===== config.mk =====
export PLATFORM = sky130hd
export DESIGN_NAME = usb_arq_ctrl_flat
export DESIGN_NICKNAME = d
export VERILOG_FILES = /design/src/rtl/usb_pkg.sv /design/src/rtl/usb_arq_ctrl_if.sv /design/src/rtl/usb_ram_base.sv /design/src/rtl/usb_arq_ctrl.sv /design/src/flat_wrapper.sv
export SDC_FILE = /design/constraint.sdc
export NUM_CORES = 1
export LEC_CHECK = 0
export CORE_MARGIN = 5
export CORE_UTILIZATION = 55
export CTS_CLUSTER_DIAMETER = 80
export CTS_CLUSTER_SIZE = 28
export DETAILED_ROUTE_END_ITERATION = 8
export DONT_BUFFER_PORTS = 1
export HOLD_SLACK_MARGIN = 0.08
export PLACE_DENSITY_LB_ADDON = 0.2
export SLEW_MARGIN = 20
export SYNTH_ARGS = -nofsm -noshare
export SYNTH_HDL_FRONTEND = slang
export SYNTH_SLANG_ARGS = --single-unit

===== constraint.sdc =====
create_clock -name clk -period 5.2 [get_ports clk]
set_clock_uncertainty 0.15 [all_clocks]
set_input_delay 1.56 -clock clk [delete_from_list [all_inputs] [get_ports clk]]
set_output_delay 1.56 -clock clk [all_outputs]
set_load 0.03 [all_outputs]

===== src/rtl/usb_pkg.sv =====
// Shared USB link-layer constants: bag-type codes (common with usb_tx/usb_rx),
// usb_arq_ctrl FSM state encodings and the default bag-type width.
package usb_pkg;

    localparam int BTW_DEF = 4;

    localparam logic [3:0] BAG_INIT  = 4'h0;
    localparam logic [3:0] BAG_ACK   = 4'h1;
    localparam logic [3:0] BAG_NAK   = 4'h2;
    localparam logic [3:0] BAG_RLY   = 4'h3;
    localparam logic [3:0] BAG_DLINK = 4'h8;
    localparam logic [3:0] BAG_DTYPE = 4'h9;
    localparam logic [3:0] BAG_DTEMP = 4'hA;
    localparam logic [3:0] BAG_DATA0 = 4'hD;
    localparam logic [3:0] BAG_DATA1 = 4'hE;
    localparam logic [3:0] BAG_ERROR = 4'hF;

    localparam logic [3:0] ST_IDLE      = 4'd0;
    localparam logic [3:0] ST_WAIT      = 4'd1;
    localparam logic [3:0] ST_SEND_PREP = 4'd2;
    localparam logic [3:0] ST_SEND_DATA = 4'd3;
    localparam logic [3:0] ST_RANS_WAIT = 4'd4;
    localparam logic [3:0] ST_RANS_TOUT = 4'd5;
    localparam logic [3:0] ST_RANS_TAKE = 4'd6;
    localparam logic [3:0] ST_RANS_DONE = 4'd7;
    localparam logic [3:0] ST_RANS_RPLY = 4'd8;
    localparam logic [3:0] ST_SEND_DONE = 4'd9;
    localparam logic [3:0] ST_SEND_FAIL = 4'd10;
    localparam logic [3:0] ST_READ_PREP = 4'd11;
    localparam logic [3:0] ST_READ_DATA = 4'd12;
    localparam logic [3:0] ST_WANS_PREP = 4'd13;
    localparam logic [3:0] ST_WANS_DONE = 4'd14;
    localparam logic [3:0] ST_READ_DONE = 4'd15;

endpackage


===== src/rtl/usb_arq_ctrl_if.sv =====
// Handshake bundle between usb_arq_ctrl and its neighbours (user, usb_tx, usb_rx).
// slave = the controller's view, master = the surrounding logic's view.
interface usb_arq_ctrl_if #(
    parameter int BTW    = 4,
    parameter int RAM_AW = 12
);
    logic              fs_send;
    logic              fd_send;
    logic              ff_send;
    logic [BTW-1:0]    send_btype;
    logic              fs_read;
    logic              fd_read;
    logic [BTW-1:0]    read_btype;
    logic              fs_tx;
    logic              fd_tx;
    logic [BTW-1:0]    tx_btype;
    logic              fs_rx;
    logic              fd_rx;
    logic [BTW-1:0]    rx_btype;
    logic [3:0]        data_idx;
    logic [RAM_AW-1:0] rx_ram_init;
    logic [7:0]        retry_cnt;

    modport slave (
        input  fs_send, send_btype, fd_read, fd_tx, fs_rx, rx_btype, data_idx,
        output fd_send, ff_send, fs_read, read_btype, fs_tx, tx_btype, fd_rx,
               rx_ram_init, retry_cnt
    );

    modport master (
        output fs_send, send_btype, fd_read, fd_tx, fs_rx, rx_btype, data_idx,
        input  fd_send, ff_send, fs_read, read_btype, fs_tx, tx_btype, fd_rx,
               rx_ram_init, retry_cnt
    );
endinterface


===== src/rtl/usb_ram_base.sv =====
// Combinational ADC slot base address: idx*RAM_STRIDE truncated to RAM_AW,
// with a flag telling whether idx names one of the NCH slots.
module usb_ram_base #(
    parameter int NCH        = 6,
    parameter int RAM_AW     = 12,
    parameter int RAM_STRIDE = 'h240
) (
    input  logic [3:0]        idx_i,
    output logic [RAM_AW-1:0] addr_o,
    output logic              valid_o
);
    assign addr_o  = RAM_AW'(32'(idx_i) * 32'(RAM_STRIDE));
    assign valid_o = 32'(idx_i) < 32'(NCH);
endmodule


===== src/rtl/usb_arq_ctrl.sv =====
// USB link-layer control: stop-and-wait ARQ send side, ACK/NAK/RLY receive side
// with DATA0/DATA1 duplicate suppression. Define USB_ARQ_STAT_EN for stat counters.
module usb_arq_ctrl
    import usb_pkg::*;
#(
    parameter int TIMEOUT    = 128,
    parameter int NUMOUT     = 16,
    parameter int NCH        = 6,
    parameter int RAM_AW     = 12,
    parameter int RAM_STRIDE = 'h240,
    parameter int RAM_INIT   = 'hF00,
    parameter int BTW        = BTW_DEF
) (
    input logic clk,
    input logic rst_n,
    usb_arq_ctrl_if.slave bus
`ifdef USB_ARQ_STAT_EN
    ,
    output logic [15:0] stat_tout,
    output logic [15:0] stat_nak,
    output logic [15:0] stat_dup
`endif
);
    localparam int         TW       = ($clog2(TIMEOUT) > 8) ? $clog2(TIMEOUT) : 8;
    localparam logic [7:0] NUM_LAST = 8'(NUMOUT - 1);

    logic [3:0]        state_q, state_d, goto_q, goto_d;
    logic [TW-1:0]     time_cnt_q, time_cnt_d;
    logic [7:0]        num_cnt_q, num_cnt_d, num_inc, retry_q, retry_d;
    logic [BTW-1:0]    tx_btype_q, tx_btype_d, read_btype_q, read_btype_d;
    logic [BTW-1:0]    last_data_q, last_data_d;
    logic              dup_vld_q, dup_vld_d, skip_read_q, skip_read_d;
    logic              is_dup, rx_is_data, rd_is_data;
    logic [RAM_AW-1:0] ram_init_q, base_addr;
    logic              base_vld;

    usb_ram_base #(.NCH(NCH), .RAM_AW(RAM_AW), .RAM_STRIDE(RAM_STRIDE)) u_ram_base (
        .idx_i   (bus.data_idx),
        .addr_o  (base_addr),
        .valid_o (base_vld)
    );

    assign num_inc    = (num_cnt_q == 8'hFF) ? num_cnt_q : num_cnt_q + 8'd1;
    assign rx_is_data = (bus.rx_btype == BTW'(BAG_DATA0)) || (bus.rx_btype == BTW'(BAG_DATA1));
    assign rd_is_data = (read_btype_q == BTW'(BAG_DATA0)) || (read_btype_q == BTW'(BAG_DATA1));
    assign is_dup     = rx_is_data && dup_vld_q && (bus.rx_btype == last_data_q);

    // NOTE: every next-state variable gets a default first, so no path through the case infers a latch.
    always_comb begin
        state_d      = state_q;
        goto_d       = goto_q;
        time_cnt_d   = time_cnt_q;
        num_cnt_d    = num_cnt_q;
        tx_btype_d   = tx_btype_q;
        read_btype_d = read_btype_q;
        skip_read_d  = skip_read_q;
        last_data_d  = last_data_q;
        dup_vld_d    = dup_vld_q;
        retry_d      = retry_q;
        case (state_q)
            ST_IDLE: state_d = ST_WAIT;
            ST_WAIT: begin
                time_cnt_d = '0;
                num_cnt_d  = '0;
                if (bus.fs_send)    state_d = ST_SEND_PREP;
                else if (bus.fs_rx) state_d = ST_READ_PREP;
            end
            ST_SEND_PREP: begin
                tx_btype_d = bus.send_btype;
                state_d    = ST_SEND_DATA;
            end
            ST_SEND_DATA: begin
                time_cnt_d = '0;
                if (bus.fd_tx) state_d = ST_RANS_WAIT;
            end
            ST_RANS_WAIT: begin
                time_cnt_d = time_cnt_q + 1'b1;
                if (time_cnt_q >= TW'(TIMEOUT - 1)) state_d = ST_RANS_TOUT;
                else if (bus.fs_rx)                 state_d = ST_RANS_TAKE;
            end
            ST_RANS_TOUT: begin
                num_cnt_d = num_inc;
                state_d   = (num_cnt_q >= NUM_LAST) ? ST_SEND_FAIL : ST_SEND_DATA;
            end
            ST_RANS_TAKE: begin
                num_cnt_d  = num_inc;
                tx_btype_d = BTW'(BAG_RLY);
                if (bus.rx_btype == BTW'(BAG_ACK))
                    goto_d = ST_SEND_DONE;
                else if (bus.rx_btype == BTW'(BAG_NAK) && num_cnt_q >= NUM_LAST)
                    goto_d = ST_SEND_FAIL;
                else
                    goto_d = ST_SEND_DATA;
                state_d = ST_RANS_DONE;
            end
            ST_RANS_DONE: if (!bus.fs_rx) state_d = ST_RANS_RPLY;
            ST_RANS_RPLY: begin
                if (bus.fd_tx) begin
                    state_d = goto_q;
                    if (goto_q == ST_SEND_DATA) tx_btype_d = bus.send_btype;
                end
            end
            ST_SEND_DONE, ST_SEND_FAIL: if (!bus.fs_send) state_d = ST_WAIT;
            ST_READ_PREP: state_d = ST_READ_DATA;
            ST_READ_DATA: if (!bus.fs_rx) state_d = ST_WANS_PREP;
            ST_WANS_PREP: begin
                read_btype_d = bus.rx_btype;
                skip_read_d  = 1'b0;
                state_d      = ST_WANS_DONE;
                case (bus.rx_btype)
                    BTW'(BAG_ERROR): tx_btype_d = BTW'(BAG_NAK);
                    BTW'(BAG_ACK), BTW'(BAG_NAK): begin
                        tx_btype_d  = BTW'(BAG_RLY);
                        skip_read_d = 1'b1;
                    end
                    BTW'(BAG_DLINK), BTW'(BAG_DTYPE), BTW'(BAG_DTEMP),
                    BTW'(BAG_DATA0), BTW'(BAG_DATA1): begin
                        tx_btype_d  = BTW'(BAG_ACK);
                        skip_read_d = is_dup;
                    end
                    default: state_d = ST_WAIT;
                endcase
            end
            ST_WANS_DONE: begin
                if (bus.fd_tx) begin
                    state_d = skip_read_q ? ST_WAIT : ST_READ_DONE;
                    if (!skip_read_q && rd_is_data) begin
                        last_data_d = read_btype_q;
                        dup_vld_d   = 1'b1;
                    end
                end
            end
            ST_READ_DONE: if (bus.fd_read) state_d = ST_WAIT;
            default: state_d = ST_IDLE;
        endcase
        // The attempt count is frozen with the already-incremented counter on entry.
        if ((state_d == ST_SEND_DONE || state_d == ST_SEND_FAIL) && state_d != state_q)
            retry_d = num_cnt_d;
    end

    // NOTE: sequential state uses non-blocking assignments so all registers update from pre-edge values.
    always_ff @(posedge clk or negedge rst_n) begin
        if (!rst_n) begin
            state_q      <= ST_IDLE;
            goto_q       <= ST_IDLE;
            time_cnt_q   <= '0;
            num_cnt_q    <= '0;
            tx_btype_q   <= BTW'(BAG_INIT);
            read_btype_q <= BTW'(BAG_INIT);
            last_data_q  <= BTW'(BAG_INIT);
            dup_vld_q    <= 1'b0;
            skip_read_q  <= 1'b0;
            retry_q      <= '0;
            ram_init_q   <= RAM_AW'(RAM_INIT);
        end else begin
            state_q      <= state_d;
            goto_q       <= goto_d;
            time_cnt_q   <= time_cnt_d;
            num_cnt_q    <= num_cnt_d;
            tx_btype_q   <= tx_btype_d;
            read_btype_q <= read_btype_d;
            last_data_q  <= last_data_d;
            dup_vld_q    <= dup_vld_d;
            skip_read_q  <= skip_read_d;
            retry_q      <= retry_d;
            if (base_vld) ram_init_q <= base_addr;
        end
    end

    // Handshake outputs decode straight from state so an async reset drops them at once.
    assign bus.fs_tx       = (state_q == ST_SEND_DATA) || (state_q == ST_RANS_RPLY) ||
                             (state_q == ST_WANS_DONE);
    assign bus.fd_rx       = (state_q == ST_RANS_DONE) || (state_q == ST_READ_DATA);
    assign bus.fd_send     = (state_q == ST_SEND_DONE) || (state_q == ST_SEND_FAIL);
    assign bus.ff_send     = (state_q == ST_SEND_FAIL);
    assign bus.fs_read     = (state_q == ST_READ_DONE);
    assign bus.tx_btype    = tx_btype_q;
    assign bus.read_btype  = read_btype_q;
    assign bus.rx_ram_init = ram_init_q;
    assign bus.retry_cnt   = retry_q;

`ifdef USB_ARQ_STAT_EN
    always_ff @(posedge clk or negedge rst_n) begin
        if (!rst_n) begin
            stat_tout <= '0;
            stat_nak  <= '0;
            stat_dup  <= '0;
        end else begin
            if (state_d == ST_RANS_TOUT && state_q != ST_RANS_TOUT && stat_tout != 16'hFFFF)
                stat_tout <= stat_tout + 16'd1;
            if (state_q == ST_RANS_TAKE && bus.rx_btype == BTW'(BAG_NAK) && stat_nak != 16'hFFFF)
                stat_nak <= stat_nak + 16'd1;
            if (state_q == ST_WANS_PREP && is_dup && stat_dup != 16'hFFFF)
                stat_dup <= stat_dup + 16'd1;
        end
    end
`endif

endmodule


===== src/flat_wrapper.sv =====
// flat-port wrapper written by rule: the top's interface ports become plain ports
module usb_arq_ctrl_flat import usb_pkg::*;
#(
    parameter int TIMEOUT    = 128,
    parameter int NUMOUT     = 16,
    parameter int NCH        = 6,
    parameter int RAM_AW     = 12,
    parameter int RAM_STRIDE = 'h240,
    parameter int RAM_INIT   = 'hF00,
    parameter int BTW        = BTW_DEF
)
  (clk, rst_n, bus_fs_send, bus_send_btype, bus_fd_read, bus_fd_tx, bus_fs_rx, bus_rx_btype, bus_data_idx, bus_fd_send, bus_ff_send, bus_fs_read, bus_read_btype, bus_fs_tx, bus_tx_btype, bus_fd_rx, bus_rx_ram_init, bus_retry_cnt);
  usb_arq_ctrl_if #(.BTW(BTW), .RAM_AW(RAM_AW)) bus_i ();
  input logic clk;
  input logic rst_n;
  input wire logic [$bits(bus_i.fs_send)-1:0] bus_fs_send;
  input wire logic [$bits(bus_i.send_btype)-1:0] bus_send_btype;
  input wire logic [$bits(bus_i.fd_read)-1:0] bus_fd_read;
  input wire logic [$bits(bus_i.fd_tx)-1:0] bus_fd_tx;
  input wire logic [$bits(bus_i.fs_rx)-1:0] bus_fs_rx;
  input wire logic [$bits(bus_i.rx_btype)-1:0] bus_rx_btype;
  input wire logic [$bits(bus_i.data_idx)-1:0] bus_data_idx;
  output wire logic [$bits(bus_i.fd_send)-1:0] bus_fd_send;
  output wire logic [$bits(bus_i.ff_send)-1:0] bus_ff_send;
  output wire logic [$bits(bus_i.fs_read)-1:0] bus_fs_read;
  output wire logic [$bits(bus_i.read_btype)-1:0] bus_read_btype;
  output wire logic [$bits(bus_i.fs_tx)-1:0] bus_fs_tx;
  output wire logic [$bits(bus_i.tx_btype)-1:0] bus_tx_btype;
  output wire logic [$bits(bus_i.fd_rx)-1:0] bus_fd_rx;
  output wire logic [$bits(bus_i.rx_ram_init)-1:0] bus_rx_ram_init;
  output wire logic [$bits(bus_i.retry_cnt)-1:0] bus_retry_cnt;
  assign bus_i.fs_send = bus_fs_send;
  assign bus_i.send_btype = bus_send_btype;
  assign bus_i.fd_read = bus_fd_read;
  assign bus_i.fd_tx = bus_fd_tx;
  assign bus_i.fs_rx = bus_fs_rx;
  assign bus_i.rx_btype = bus_rx_btype;
  assign bus_i.data_idx = bus_data_idx;
  assign bus_fd_send = bus_i.fd_send;
  assign bus_ff_send = bus_i.ff_send;
  assign bus_fs_read = bus_i.fs_read;
  assign bus_read_btype = bus_i.read_btype;
  assign bus_fs_tx = bus_i.fs_tx;
  assign bus_tx_btype = bus_i.tx_btype;
  assign bus_fd_rx = bus_i.fd_rx;
  assign bus_rx_ram_init = bus_i.rx_ram_init;
  assign bus_retry_cnt = bus_i.retry_cnt;
  usb_arq_ctrl #(.TIMEOUT(TIMEOUT), .NUMOUT(NUMOUT), .NCH(NCH), .RAM_AW(RAM_AW), .RAM_STRIDE(RAM_STRIDE), .RAM_INIT(RAM_INIT), .BTW(BTW)) u_core (.clk(clk), .rst_n(rst_n), .bus(bus_i));
endmodule

==> results.yml, run 1 <==
run_status:
  status: "finished clean"
global_route:
  antenna_found_initial: 0
  grt_pass1_wl_um: 10400
  overflow: 0
  grt_max_degree: 52
  track_usage_pct: 19.8
  grt_pass1_vias: 2179
placement:
  placed_cell_area_um2: 2910
  post-dp-hpwl_um: 4460
  port_buffers: 0
  gp_congestion: 0.898
clock_tree:
  tritoncts: "yes"
  numCtsBuffers: 5
  cts_root_buf: "clkbuf_8"
  clockBufferDepth: 2
  htree_num_levels: 2
  clk_pin_slew_ps: 90
  clock_latency_ps: 310
  cts_resized: 0
  holdBufCountCts: 0
  post-cts-setup-buffers: 0
  clock_sinks: 51
floorplanning:
  io_pins: 51
  num_rows: 26
  die_w_um: 82.6
  die_y_um: 82.6
  start_util_pct: 56.7
  die_area_um2: 6820
  design.core.area_um2: 5110
worst_setup_path:
  worstPathArrival_ps: 2200
  r2r_cells: 6
  path_max_fanout: 26
  startpoint_type: "flop"
  worst-setup-path-type: "reg -> out"
  r2r_slack_ps: 1940
  timing.rr.end: "u_core.bus.retry_cnt[6]$_DFFE_PN0P_"
  endpoint_kind: "primary output"
  rr_startpoint: "u_core.state_q[3]$_DFF_PN0_"
  cp.required_ps: 3490
yosys:
  synth.ff_latch_count: 51
  synthArstFlopShare_pct: 100
  synthCells: 310
  avgSynthCellArea_um2: 9.34
  ys_seq_area_share_pct: 44.3
  synth_edf_count: 0
  ys.warnings.count: 0
  ys.flop_type: "dfrtp_1"
  synth_cell_type_count: 58
  netlist_area_um2: 2900
timing:
  finalHoldViolCount: 0
  tns_ps: 0
  setup_viol: 0
  max_freq_mhz: 256
  worstMarginPinSlew_ps: 931
  slew_headroom_pct: 37.5
  grt_setup_unrepaired: "no"
  period_needed_ps: 3910
  drv_slew: 0
  finalCritPeriodShare_pct: 75.2
cells_and_area:
  final_cell_mix: "47 x dfrtp_1, 44 x nand2_1, 28 x nor2_1"
  num_antenna_cells: 0
  fin_area_um2: 2990
  drive_above_1_share_pct: 12.4
  n_fill_cell: 460
  area_growth_pct: 3.33
  fin_nets: 328
  layout_commonest_cell: "dfrtp_1"
hold_path:
  hold_path_class: "reg -> reg"
  min_path_cells: 1
  holdPathEnd: "u_core.last_data_q[3]$_DFFE_PN0P_"
  hp-start: "u_core.last_data_q[3]$_DFFE_PN0P_"
flow_run:
  drv_cap: 0
pwr:
  p_leak_nw: 1.33
  pwr_density_cell_nw_per_um2: 477
  irDropWorstVdd_mv: 0.260
route:
  drt-vias-per-instance: 6.01
  drc: 0
  totalWireLength_um: 6210
  vias: 2266
  first_iter_violations: 141
  post_drt_wl_per_cell_um: 16.5
  firstDrtPassIters: 4
  detail-route-antenna-nets: 0
-- cells in the mapped netlist (2+ instances only) --
cell type  count  share of area (%)
a211oi_1       3               0.78
nand2_1       44                5.7
or3_1          2               0.43
clkbuf_1       3               0.39
o22a_1         2               0.61
a31oi_1        9                1.9
nor2_1        28                3.6
or2_2          4               0.86
nand4bb_1      2               0.78
o211ai_1       3               0.78
nor3_1         4               0.69
mux2i_1        3                1.0
buf_4          9                2.3
inv_1          6               0.78
o31ai_1        4                1.0
nand3_1       11                1.9
o22ai_1        2               0.43
nand4b_1       2               0.61
a31o_2         2               0.61
buf_2          5               0.86
and2_1         2               0.43
dfrtp_1       47                 41
and3b_1        3               0.91
ha_1           4                1.7
mux2_2        11                4.3
dfstp_2        4                3.6
a21oi_1       16                2.8
nor4_1         2               0.43
o21ai_0       24                4.1
nand2b_1       9                1.9
a21o_1         2               0.52
xnor2_1        2               0.61
nor4b_1        2               0.61
nor2b_1        5                1.1
and3_1         4               0.86
a211o_1        2               0.61
a32oi_1        2               0.61
-- worst max-delay path by stage --
stage | start | to | slack, ps | cells past startpoint
CTS | u_core.state_q[1]$_DFF_PN0_ | bus_fd_send | 1290 | 2
global placement | bus_rx_btype[2] | u_core.bus.retry_cnt[7]$_DFFE_PN0P_ | 1440 | 6
floorplan | bus_rx_btype[2] | u_core.bus.retry_cnt[1]$_DFFE_PN0P_ | 1630 | 6
global route | u_core.state_q[1]$_DFF_PN0_ | bus_fs_tx | 1080 | 2
finish | u_core.state_q[1]$_DFF_PN0_ | bus_fd_send | 1290 | 2
detailed placement | bus_rx_btype[2] | u_core.bus.retry_cnt[6]$_DFFE_PN0P_ | 1420 | 6
-- worst max-delay path, cell delays in order, from the launching register on --
cell	delay, ps
dfrtp_1	830
nand2b_1	380
a21oi_1	690
-- state kept, by name, summed over array words and instances (netlist names) --
name                    count
u_core.bus.retry_cnt        8
u_core.num_cnt_q            8
u_core.time_cnt_q           8
u_core.bus.rx_ram_init      6
u_core.bus.read_btype       4
u_core.bus.tx_btype         4
u_core.last_data_q          4
u_core.state_q              4
u_core.goto_q               3
u_core.dup_vld_q            1
u_core.skip_read_q          1
-- report_power, final --
part,leakage (nW),internal (W),switching (W)
Clock,0.0452,0.0000952,0.000131
Combinational,0.645,0.000206,0.000285
Sequential,0.644,0.000486,0.000223
Total,1.33,0.000787,0.000639
-- logic make-up after synthesis --
kind of cell	Yosys count	synth area share [%]
buffers and inverters	24	4.49
AOI/OAI and AO/OA	79	17.8
xor gates and xnor gates	2	0.605
muxes	16	6.48
DFF	51	44.3
other	1	0.130
and+or+nand+nor	133	24.5
adders and majority gates	4	1.73
-- final cells by class --
type	instances	area, um^2	area share (%)
clock inverter	2	13.8	0.460
timing repair buffer	1	7.51	0.251
multi-input combinational	240	1500	50.2
sequential	51	1280	42.8
inverter	7	26.3	0.878
clock buffer	6	72.6	2.43
tap	70	87.6	2.93
-- stage by stage --
stage	hold WS [ps]	cells	utilization [%]	total power, W	setup slack [ps]
2_1_floorplan	289	315	-	0.00112	1630
3_3_place_gp	302	369	56.9	0.00119	1440
3_5_place_dp	305	369	56.9	0.00120	1420
4_1_cts	328	377	58.6	0.00143	1290
5_1_grt	351	377	58.6	0.00153	1080
6_report	330	377	58.6	0.00143	1290
-- metal layers --
layer | vias up | global-route usage [%] | wire length, um
met4 | 0 | 7.19 | 92
met1 | 1080 | 25.1 | 2650
li1 | 1104 | - | -
met2 | 72 | 31.6 | 2930
met3 | 10 | 6.62 | 529
met5 | - | 0 | 0
(Power assumes the default switching activity.)
==> run 2: changes to the inputs <==
==> constraint.sdc (replaced) <==
create_clock -name clk -period 3.25 [get_ports clk]
set_clock_uncertainty 0.15 [all_clocks]
set_input_delay 0.975 -clock clk [delete_from_list [all_inputs] [get_ports clk]]
set_output_delay 0.975 -clock clk [all_outputs]
set_load 0.03 [all_outputs]
==> run 2 against run 1 <==
Compared with the run above: largest power group unchanged; non-clock buffer count rose by 10; register-to-register slack got worse by 1600 ps; die area did not move.
==> results.yml, run 2 (synthesis results as in run 1) <==
run_status:
  status: "finished clean"
worst_setup_path:
  timing.rr.end: "u_core.bus.retry_cnt[6]$_DFFE_PN0P_"
  rr_startpoint: "u_core.state_q[0]$_DFF_PN0_"
  worstPathArrival_ps: 1880
  r2r_cells: 6
  startpoint_type: "flop"
  worst-setup-path-type: "reg -> out"
  cp.required_ps: 2120
  path_max_fanout: 12
  endpoint_kind: "primary output"
  crit_start: "u_core.state_q[3]$_DFF_PN0_"
  worstSetupEndpoint: "bus_fs_tx"
  r2r_slack_ps: 340
route:
  first_iter_violations: 119
  drt-vias-per-instance: 5.93
  drc: 0
  totalWireLength_um: 6290
  post_drt_wl_per_cell_um: 16.3
  firstDrtPassIters: 4
  detail-route-antenna-nets: 0
  vias: 2294
clock_tree:
  cts_root_buf: "clkbuf_8"
  post-cts-setup-buffers: 0
  htree_num_levels: 2
  numCtsBuffers: 5
  clk_pin_slew_ps: 100
  tritoncts: "yes"
  clock_latency_ps: 300
  holdBufCountCts: 0
  clockBufferDepth: 2
  clock_sinks: 51
timing:
  finalCritPeriodShare_pct: 92.5
  drv_slew: 0
  tns_ps: 0
  grt_setup_unrepaired: "no"
  fin_ws_ps: 242
  setup_viol: 0
  worstMarginPinSlew_ps: 780
  slew_headroom_pct: 47.5
  period_needed_ps: 3010
  finalHoldViolCount: 0
  max_freq_mhz: 332
floorplanning:
  num_rows: 26
  die_area_um2: 6820
  io_pins: 51
  design.core.area_um2: 5110
  start_util_pct: 56.7
  die_y_um: 82.6
  die_w_um: 82.6
global_route:
  grt_pass1_vias: 2245
  track_usage_pct: 19.6
  overflow: 0
  grt_max_degree: 52
  antenna_found_initial: 0
  grt_pass1_wl_um: 10300
cells_and_area:
  drive_above_1_share_pct: 15.8
  num_antenna_cells: 0
  finalNonFillerCells: 387
  layout_commonest_cell: "dfrtp_1"
  fin_nets: 338
  area_growth_pct: 6.31
  final_cell_mix: "46 x dfrtp_1, 44 x nand2_1, 28 x nor2_1"
placement:
  dp.cells: 379
  gp_congestion: 0.901
  pre_cts_ws_ps: 56.6
  port_buffers: 0
  post-dp-hpwl_um: 4600
pwr:
  p_leak_nw: 1.39
  irDropWorstVdd_mv: 0.623
  pwr_density_cell_nw_per_um2: 771
flow_run:
  drv_cap: 0
hold_path:
  hold_path_class: "in -> async"
==> run 2: changes by cell type in the layout (fill, tap and decap cells not counted) <==
cell | before | now
buf_4 | 1 | 11
clkbuf_1 | 1 | 0
clkbuf_8 | 5 | 6
clkinv_4 | 1 | 0
dfrtp_1 | 47 | 46
dfrtp_2 | 0 | 1
inv_6 | 0 | 1
==> run 2: what timing repair did <==
item / CTS / global route
setup endpoints to repair: 0 / 2
gates resized for setup: 0 / 1
endpoints found under the hold margin: 0 / 0
==> run 2: worst min-delay path by stage <==
stage | from | endpoint | slack (ps) | cells after the start
3_5_place_dp | u_core.last_data_q[2]$_DFFE_PN0P_ | u_core.last_data_q[2]$_DFFE_PN0P_ | 310 | 1
4_1_cts | rst_n | u_core.bus.retry_cnt[7]$_DFFE_PN0P_ | 200 | 0
6_report | rst_n | u_core.bus.tx_btype[3]$_DFFE_PN0P_ | 210 | 0
3_3_place_gp | u_core.last_data_q[2]$_DFFE_PN0P_ | u_core.last_data_q[2]$_DFFE_PN0P_ | 300 | 1
5_1_grt | rst_n | u_core.bus.tx_btype[3]$_DFFE_PN0P_ | 190 | 0
2_1_floorplan | u_core.last_data_q[2]$_DFFE_PN0P_ | u_core.last_data_q[2]$_DFFE_PN0P_ | 290 | 1
==> run 2: cell type report <==
type / instances / area (um^2)
clock buffer: 6 / 82.6
clock inverter: 2 / 13.8
fill: 467 / 2030
inverter: 7 / 26.3
multi-input combinational: 240 / 1500
sequential: 51 / 1280
tap: 70 / 87.6
timing repair buffer: 11 / 82.6
==> run 2: where the power goes <==
part | switching (W) | leakage [nW] | internal (W)
sequential | 0.000357 | 0.643 | 0.000779
clock | 0.000216 | 0.0516 | 0.000175
combinational | 0.000474 | 0.696 | 0.000373
total | 0.00105 | 1.39 | 0.00133
==> run 2: layer usage <==
| metal | part of all wire, % | up-vias | wire (um) | track usage, % |
|---|---|---|---|---|
| met1 | 43 | 1111 | 2690 | 26.0 |
| met2 | 48 | 56 | 3030 | 31.7 |
| met4 | 0.94 | 0 | 59 | 4.58 |
| li1 | - | 1119 | - | - |
| met3 | 8.2 | 8 | 516 | 5.64 |
| met5 | 0 | - | 0 | 0 |
==> run 2: stage by stage <==
step	area, um^2	utilization, %	power (W)	hold slack (ps)
after floorplan	2910	-	0.00179	289
after global placement	2980	58.4	0.00196	301
after detailed placement	2980	58.4	0.00199	311
after CTS	3080	60.2	0.00238	200
after global routing	3080	60.3	0.00254	188
final	3080	60.3	0.00237	205
==> run 2: worst max-delay path: stages (launching register included) <==
cell and delay [ps]:
dfrtp_1 600, buf_4 260, and3b_1 230, a21oi_1 190
o22ai_1 110, buf_4 190
==> run 3: changes to the inputs <==
--- a/config.mk
+++ b/config.mk
@@ -5,8 +5,10 @@
 export SDC_FILE = /design/constraint.sdc
 export NUM_CORES = 1
 export LEC_CHECK = 0
+export CELL_PAD_IN_SITES_DETAIL_PLACEMENT = 0
+export CELL_PAD_IN_SITES_GLOBAL_PLACEMENT = 1
 export CORE_MARGIN = 5
-export CORE_UTILIZATION = 55
+export CORE_UTILIZATION = 48
 export CTS_CLUSTER_DIAMETER = 80
 export CTS_CLUSTER_SIZE = 28
 export DETAILED_ROUTE_END_ITERATION = 8
==> constraint.sdc (replaced) <==
create_clock -name clk -period 3.4 [get_ports clk]
set_clock_uncertainty 0.15 [all_clocks]
set_input_delay 1.02 -clock clk [delete_from_list [all_inputs] [get_ports clk]]
set_output_delay 1.02 -clock clk [all_outputs]
set_load 0.03 [all_outputs]
==> run 3 against run 2 <==
Compared with the run above: cell area up 0.16%; die area rose by 13%; total power is 4.6% lower; cell count increased by 1.3%; critical path depth decreased by 2; critical endpoint is now bus_fd_send; wire length rose by 3.2%; clock power down 4%; first-iteration DRC count up 39%.
==> results.yml, run 3 (synthesis results as in run 1) <==
cells_and_area:
  num_antenna_cells: 0
  drive_above_1_share_pct: 15.5
  final_cell_mix: "47 x dfrtp_1, 44 x nand2_1, 28 x nor2_1"
  n_fill_cell: 554
  fin_nets: 338
  area_growth_pct: 6.48
  fin_area_um2: 3080
  layout_commonest_cell: "dfrtp_1"
worst_setup_path:
  endpoint_kind: "primary output"
  cp.required_ps: 2230
  cpPeakStageDelay_ps: 850
  path_cells: "nand2b_1 > a21oi_1 > buf_4"
  slowest_stage: "dfrtp_1"
  worst-setup-path-type: "reg -> out"
  r2r_cells: 6
  rr_startpoint: "u_core.state_q[1]$_DFF_PN0_"
  path_max_fanout: 26
  r2r_slack_ps: 370
  timing.rr.end: "u_core.bus.retry_cnt[1]$_DFFE_PN0P_"
  worstPathArrival_ps: 2020
  startpoint_type: "flop"
pwr:
  irDropWorstVdd_mv: 0.411
  pwr_density_cell_nw_per_um2: 735
  p_leak_nw: 1.39
  p_total_w: 0.00227
placement:
  gp_congestion: 0.887
  post-dp-hpwl_um: 4820
  port_buffers: 0
  placed_cell_area_um2: 2990
floorplanning:
  die_area_um2: 7690
  start_util_pct: 49.2
  die_y_um: 87.7
  io_pins: 51
  die_w_um: 87.7
  design.core.area_um2: 5890
  num_rows: 28
route:
  totalWireLength_um: 6500
  vias: 2238
  first_iter_violations: 166
  drt-vias-per-instance: 5.71
  detail-route-antenna-nets: 0
  firstDrtPassIters: 4
  post_drt_wl_per_cell_um: 16.6
  drc: 0
global_route:
  grt_pass1_wl_um: 11000
  overflow: 0
  antenna_found_initial: 0
  grt_pass1_vias: 2281
  grt_max_degree: 52
  track_usage_pct: 18.1
run_status:
  status: "finished clean"
clock_tree:
  htree_num_levels: 2
  cts_resized: 0
  clock_sinks: 51
  clk_pin_slew_ps: 100
  clock_latency_ps: 300
  clockBufferDepth: 2
  tritoncts: "yes"
  post-cts-setup-buffers: 0
  holdBufCountCts: 0
  cts_root_buf: "clkbuf_8"
  numCtsBuffers: 5
timing:
  period_needed_ps: 3190
  setup_viol: 0
  finalCritPeriodShare_pct: 93.8
  grt_setup_unrepaired: "no"
  finalHoldViolCount: 0
  tns_ps: 0
  max_freq_mhz: 314
  slew_headroom_pct: 42.8
  drv_slew: 0
  worstMarginPinSlew_ps: 850
flow_run:
  drv_cap: 0
hold_path:
  hold_path_class: "in -> async"
-- run 3: cell counts in the layout (fill, tap and decap cells not counted) --
No cell type changed its count.
-- run 3: metal layers --
layer	track usage [%]	share of wire, %	wire, um	vias up
met5	0	0	0	-
met4	5.30	1.5	95	0
met3	5.17	8.0	522	9
met2	28.8	46	3000	61
met1	24.0	44	2870	1047
li1	-	-	-	1121
-- run 3: worst max path at each step --
stage / cells past startpoint / slack [ps] / from / endpoint
5_1_grt: 3 / 60 / u_core.state_q[1]$_DFF_PN0_ / bus_fd_send
6_report: 3 / 210 / u_core.state_q[1]$_DFF_PN0_ / bus_fd_send
3_3_place_gp: 6 / 160 / bus_rx_btype[2] / u_core.bus.retry_cnt[7]$_DFFE_PN0P_
2_1_floorplan: 6 / 370 / bus_rx_btype[2] / u_core.bus.retry_cnt[1]$_DFFE_PN0P_
4_1_cts: 3 / 200 / u_core.state_q[1]$_DFF_PN0_ / bus_fd_send
3_5_place_dp: 6 / 130 / bus_rx_btype[2] / u_core.bus.retry_cnt[2]$_DFFE_PN0P_
-- run 3: worst max-delay path: cells and delay by family, from the launching register on --
| kind | cells | cell delay (ps) |
|---|---|---|
| compound gates | 1 | 280 |
| buf+inv | 1 | 190 |
| flops | 1 | 850 |
| simple gates | 1 | 400 |
-- run 3: layout make-up --
class	instances	area, um^2	share of cell area [%]
clock buffer	6	82.6	2.68
sequential	51	1280	41.6
timing repair buffer	11	82.6	2.68
multi-input combinational	240	1500	48.7
tap	75	93.8	3.04
clock inverter	2	13.8	0.446
inverter	7	26.3	0.852
-- run 3: power by group --
group | leakage (nW) | total, W | internal [W] | switching (W)
Combinational | 0.696 | 0.000802 | 0.000356 | 0.000447
Sequential | 0.644 | 0.00109 | 0.000743 | 0.000346
Clock | 0.0516 | 0.000374 | 0.000167 | 0.000207
Total | 1.39 | 0.00227 | 0.00127 | 0.000999
-- run 3: through the flow --
step	std cells	worst slack (ps)	utilization, %	hold WS (ps)
final	392	212	52.4	252
after global routing	392	57.6	52.4	228
after CTS	392	204	52.4	242
after detailed placement	384	130	50.7	310
after global placement	384	157	50.7	304
after floorplan	315	371	-	289
